File: config.mk
export PLATFORM = sky130hd
export DESIGN_NAME = serial_mag_cmp
export DESIGN_NICKNAME = d
export VERILOG_FILES = /design/src/rtl/serial_mag_cmp.sv
export SDC_FILE = /design/constraint.sdc
export NUM_CORES = 1
export LEC_CHECK = 0
export CAP_MARGIN = 20
export CORE_UTILIZATION = 54
export DETAILED_ROUTE_END_ITERATION = 16
export HOLD_SLACK_MARGIN = 0.1
export PLACE_DENSITY = 0.91
export SYNTH_ARGS = -nofsm -noshare
export SYNTH_HDL_FRONTEND = slang
export SYNTH_SLANG_ARGS = --single-unit
File: constraint.sdc
create_clock -name clk -period 5.72 [get_ports clk]
set_clock_uncertainty 0.1 [all_clocks]
set_input_delay 1.144 -clock clk [delete_from_list [all_inputs] [get_ports clk]]
set_output_delay 1.144 -clock clk [all_outputs]
set_load 0.05 [all_outputs]
File: src/rtl/serial_mag_cmp.sv
// Bit-serial magnitude comparator (unsigned or two's-complement), MSB first.
// Optional macro CMP_EARLY_EXIT_EN: finish at the first differing bit instead of after all WIDTH bits.
module serial_mag_cmp #(
   parameter int unsigned WIDTH = 8
) (
   input  logic             clk,
   input  logic             rst,
   input  logic             start,
   input  logic [WIDTH-1:0] a,
   input  logic [WIDTH-1:0] b,
   input  logic             signed_mode,
   output logic             busy,
   output logic             done,
   output logic             a_gt_b,
   output logic             a_eq_b,
   output logic             a_lt_b
);

   localparam int unsigned IDX_W = (WIDTH > 2) ? $clog2(WIDTH) : 1;
   localparam logic [IDX_W-1:0] MSB_IDX = IDX_W'(WIDTH - 1);

   typedef enum logic [1:0] {
      IDLE = 2'd0,
      RUN  = 2'd1,
      DONE = 2'd2
   } state_t;

   state_t           state;
   logic [WIDTH-1:0] a_q;
   logic [WIDTH-1:0] b_q;
   logic             mode_q;
   logic [IDX_W-1:0] idx;

`ifndef CMP_EARLY_EXIT_EN
   // Verdict of the first differing bit, held until bit 0 has been examined.
   logic             found_q;
   logic             found_gt_q;
`endif

   logic bit_diff_c;
   logic bit_gt_c;
   logic last_c;
   logic decide_c;
   logic res_gt_c;
   logic res_eq_c;

   // In signed mode the sign bit has inverted weight, so B's bit wins there.
   always_comb begin
      bit_diff_c = a_q[idx] ^ b_q[idx];
      bit_gt_c   = (mode_q && (idx == MSB_IDX)) ? b_q[idx] : a_q[idx];
      last_c     = (idx == '0);
      decide_c   = 1'b0;
      res_gt_c   = 1'b0;
      res_eq_c   = 1'b0;
`ifdef CMP_EARLY_EXIT_EN
      if (bit_diff_c) begin
         decide_c = 1'b1;
         res_gt_c = bit_gt_c;
      end else if (last_c) begin
         decide_c = 1'b1;
         res_eq_c = 1'b1;
      end
`else
      if (last_c) begin
         decide_c = 1'b1;
         if (found_q) begin
            res_gt_c = found_gt_q;
         end else if (bit_diff_c) begin
            res_gt_c = bit_gt_c;
         end else begin
            res_eq_c = 1'b1;
         end
      end
`endif
   end

   always_ff @(posedge clk) begin
      if (rst) begin
         state  <= IDLE;
         a_q    <= '0;
         b_q    <= '0;
         mode_q <= 1'b0;
         idx    <= '0;
         busy   <= 1'b0;
         done   <= 1'b0;
         a_gt_b <= 1'b0;
         a_eq_b <= 1'b0;
         a_lt_b <= 1'b0;
`ifndef CMP_EARLY_EXIT_EN
         found_q    <= 1'b0;
         found_gt_q <= 1'b0;
`endif
      end else begin
         case (state)
            IDLE: begin
               if (start) begin
                  a_q    <= a;
                  b_q    <= b;
                  mode_q <= signed_mode;
                  idx    <= MSB_IDX;
                  busy   <= 1'b1;
                  state  <= RUN;
`ifndef CMP_EARLY_EXIT_EN
                  found_q    <= 1'b0;
                  found_gt_q <= 1'b0;
`endif
               end
            end
            RUN: begin
`ifndef CMP_EARLY_EXIT_EN
               if (!found_q && bit_diff_c) begin
                  found_q    <= 1'b1;
                  found_gt_q <= bit_gt_c;
               end
`endif
               if (decide_c) begin
                  a_gt_b <= res_gt_c;
                  a_eq_b <= res_eq_c;
                  a_lt_b <= !res_gt_c && !res_eq_c;
                  busy   <= 1'b0;
                  done   <= 1'b1;
                  state  <= DONE;
               end else begin
                  idx <= idx - IDX_W'(1);
               end
            end
            DONE: begin
               done  <= 1'b0;
               state <= IDLE;
            end
            default: begin
               state <= IDLE;
               busy  <= 1'b0;
               done  <= 1'b0;
            end
         endcase
      end
   end

endmodule

==> results.md <==
- The run finished with clean final reports.
- Measured along the x axis, the die boundary spans 51.35 µm.
- The largest buffer count on any clock path is 2.
- The kind of cell with the highest combined delay along the critical path is buffers and inverters.
- The number of synthesized flops with an enable pin is 0.
- The portion of the post-synthesis area used by sequential elements is 44.15%.
- The via count is 1,136.
- The fraction of the cycle the final worst path needs is 48.68%.
- After the first detailed-routing iteration, the DRC count stood at 17.
- The aggregate global-route resource usage is 23.38%.
- The number of different library cells in the post-synthesis netlist is 31.
- For this configuration, the core starts out at a cell density of 58.32%.
- The post-CTS setup-driven buffer insertion count is 0.
- The signal on the critical path passes through clkdlybuf4s50_1, inv_1, a31oi_1, o41ai_2.
- The delay contributed by the slowest stage of the critical path is 1190 ps.
- In the synthesized netlist the async set-or-reset flop fraction comes to 0%.
- dfxtp_1 takes more of the synthesized area than any other cell.
- The final hold violation count is 0.
- The CTS buffer count is 5.
- STA classifies the critical path startpoint as a primary input.
- The average wire per standard cell is 13.49 µm.
- Clock-pin slew was measured on the worst setup and hold paths at 100 ps.
- The final standard cell utilization of the core is 72.03%.
- The total of hold buffers inserted after clock tree synthesis is 0.
- Detailed placement finished with a half-perimeter wire length of 1.833 mm.
- The die area is 2636 µm².
- The portion of synthesized cell area occupied by the leading cell type is 44.15%.
- The most used flip-flop cell after synthesis is dfxtp_1.
- The post-route netlist has under 10% of its cells at a drive strength greater than 1.
- The most used standard cell by instance count after synthesis is nand2_1.
- The critical path arrival is approximately 2900 ps.
- The worst setup margin is 2935 ps.
- The worst register-to-register path has a depth of 5.
- The area overhead of the layout relative to synthesis is 23.50%.
- In the post-synthesis netlist, the biggest area contributors are dfxtp_1 44%, nand2_1 11%, a21oi_1 9.5%.
- The placeable core region is approximately 2300 µm².
- The area of all placed cells without fillers is 1624 µm².
- The number of top-level design ports is 25.
- The DRC violation count after routing is 0.
- Setup repair after global routing left no endpoint under its margin.
- Global routing finished with a remaining overflow of 0.
- Counting every sink on the clock net gives 29.
- The initial antenna violation count is 0.
- In this run the tool buffered the top-level ports with 24 buffer cells.
- The number of cells on the worst hold path is 2.
- Wires add up to 2.698 mm.
- The routed via count divided by cell count is about 5.7.
- After synthesis, the most frequently instantiated cells are 37 x nand2_1, 29 x dfxtp_1, 25 x a21oi_1, 8 x nor2_1, 6 x clkbuf_1.
- Clock latency on the worst-skew pair, taken at its later pin, is 330 ps.
- The sum of negative setup slack is 0 ps.
- Synthesis produced a netlist with a net count of 169.
- In this run the worst hold path is classified as reg -> reg.
- The top fanout value on the critical path is 30.
- The die outline height is 51.35 µm.
- Counting flops and latches in the post-synthesis netlist gives 29.
- The synthesized netlist cell count is approximately 150.
- The number of antenna diodes in the final layout is 0.
- The minimum period implied by the final worst setup slack is 2785 ps.
- The critical path is of the in -> reg type.
- For the pin with the worst max-slew slack, the measured transition is 1089 ps.
- A synthesized cell averages 9.007 µm².
- The worst register-to-register path begins at idx[0]$_SDFFE_PP0P_.
- The critical path endpoint category is a register.
- Before CTS, the worst setup slack after placement is ~2500 ps.
- The initialized floorplan defines 17 standard-cell rows.
- The clock tree root buffer cell is clkbuf_4.
- The post-synthesis instance area is 1315 µm².
- The startpoint identified for the worst hold timing path is a_q[5]$_SDFFE_PP0P_.
- The number of global-route vias before repair is 1,107.
- Static timing analysis puts the maximum clock frequency at 359.1 MHz.
- The max-slew violation total from the final report is 0.
- The final net count is a little under 200.
- Data on the critical path is required at its endpoint by a little under 6000 ps.
- Final hold analysis gives a worst-case slack of 354.6 ps.
- Among all stages on the critical path, the largest delay is contributed by clkdlybuf4s50_1.
- The worst slew slack as a fraction of its limit is 27.19%.
- Leaving out filler cells and counting taps, the final layout contains 200.
- TritonCTS built the clock tree.
- The tool flagged a number of max-cap violations equal to 0.
- The H-tree depth is 2.
- The number of buffers and inverters on the critical path is 2.
- Setup violations remaining at the end of the flow were counted as 0.
- The path with the worst hold slack has its endpoint at a_q[5]$_SDFFE_PP0P_.
- The number of instances in the placed design is 191.
- The destination of the worst register-to-register timing path is a_gt_b$_SDFFE_PP0P_.
- The count of nets left with antenna violations once routing finished came out at 0.
- The pre-antenna-repair detailed-routing pass consisted of 5 iterations.
- In this run the cell area measured after placement is 1562 µm².
- IR analysis of the VDD net gives a maximum drop of 0.1831 mV.
- The total leakage power is 0.6286 nW.
- The largest net degree at the start of global routing is 31.
- The overall power of the completed layout is 469.7 µW.
- The total of cells resized after clock tree synthesis is 0.
- In this run the power density over the cells is 289.2 nW/µm².
- The setup slack of the most critical reg-to-reg path is between 3000 and 4000 ps.
- The wire length of the first global-routing pass is 4.464 mm.
- Routability-driven placement finished with a final weighted congestion of 0.7417.
- Yosys printed 0 warnings.
==> final cells by class <==
class	instances	area, µm²
sequential	29	580.6
tap	28	35.03
clock buffer	6	41.29
clock inverter	2	10.01
multi-input combinational	107	694.4
inverter	3	11.26
timing repair buffer	25	251.5
fill	185	630.6
==> report_power, final <==
part           internal [mW]  switching [mW]
registers              0.220          0.0156
clock network         0.0467          0.0720
logic                 0.0534          0.0623
total                  0.320           0.150
==> metal layers <==
layer / global-route usage [%] / wire length, µm / share of wire [%]
met2: 43.42 / 1392 / 52
met1: 24.67 / 1144 / 42
met3: 6.250 / 115 / 4.3
met4: 9.459 / 45 / 1.7
met5: 0 / 0 / 0
==> cells by family (layout without fill, tap and decap cells) <==
family / Yosys count / in the layout / synth area share [%]
AND/OR/NAND/NOR: 62 / 62 / 21.69
AO/OA/AOI/OAI: 32 / 32 / 14.18
flip-flops: 29 / 29 / 44.15
buffers and inverters: 10 / 36 / 3.425
multiplexers: 8 / 8 / 12.37
adder cells (fa/ha/maj): 3 / 3 / 2.855
XOR/XNOR: 2 / 2 / 1.332
==> state kept, by name, indices dropped and copies added, names as in the netlist <==
| name | count |
|---|---|
| a_q | 8 |
| state | 2 |
| a_gt_b | 1 |
| a_eq_b | 1 |
| found_q | 1 |
| a_lt_b | 1 |
| found_gt_q | 1 |
| mode_q | 1 |
| done | 1 |
| idx | 3 |
| busy | 1 |
| b_q | 8 |
==> worst reg2reg max path, delay by kind of cell, from the launching register on <==
family,cells,cell delay (ps)
mux,3,1210
flops,1,490
compound gates,1,260
simple gates,1,120
==> cells in the final DEF (no fill, tap or decap) <==
master	netlist	final
nand3_1	2	2
or3b_1	1	1
mux2i_1	1	1
a211oi_1	1	1
mux2i_4	1	1
nand2_1	37	37
inv_1	2	2
a22oi_1	1	1
nor3b_2	0	1
buf_6	1	1
clkdlybuf4s50_1	0	24
nand3b_1	2	2
clkbuf_4	0	5
xor2_1	2	2
nor4b_1	1	1
a32oi_1	1	1
clkbuf_1	6	1
mux2i_2	1	1
o41ai_2	1	1
inv_2	1	1
or3_1	1	1
a21oi_1	25	25
mux2_2	1	1
nand2b_1	5	5
mux4_1	4	4
clkinv_2	0	2
dfxtp_1	29	29
nor2b_1	2	2
nor2_1	8	8
nand2b_2	1	1
o311a_1	1	1
nor3b_1	2	1
o21ai_0	1	1
ha_1	3	3
a31oi_1	1	1
==> how the worst max path moves through the flow <==
stage	startpoint	endpoint	slack, ps	depth (start not counted)
2_1_floorplan	start	a_q[0]$_SDFFE_PP0P_	3280	4
3_3_place_gp	start	idx[1]$_SDFFE_PP0P_	2650	5
3_5_place_dp	start	idx[1]$_SDFFE_PP0P_	2510	5
4_1_cts	start	idx[0]$_SDFFE_PP0P_	2860	6
5_1_grt	rst	a_gt_b$_SDFFE_PP0P_	2810	4
6_report	rst	a_gt_b$_SDFFE_PP0P_	2940	4
(Power assumes the default switching activity.)
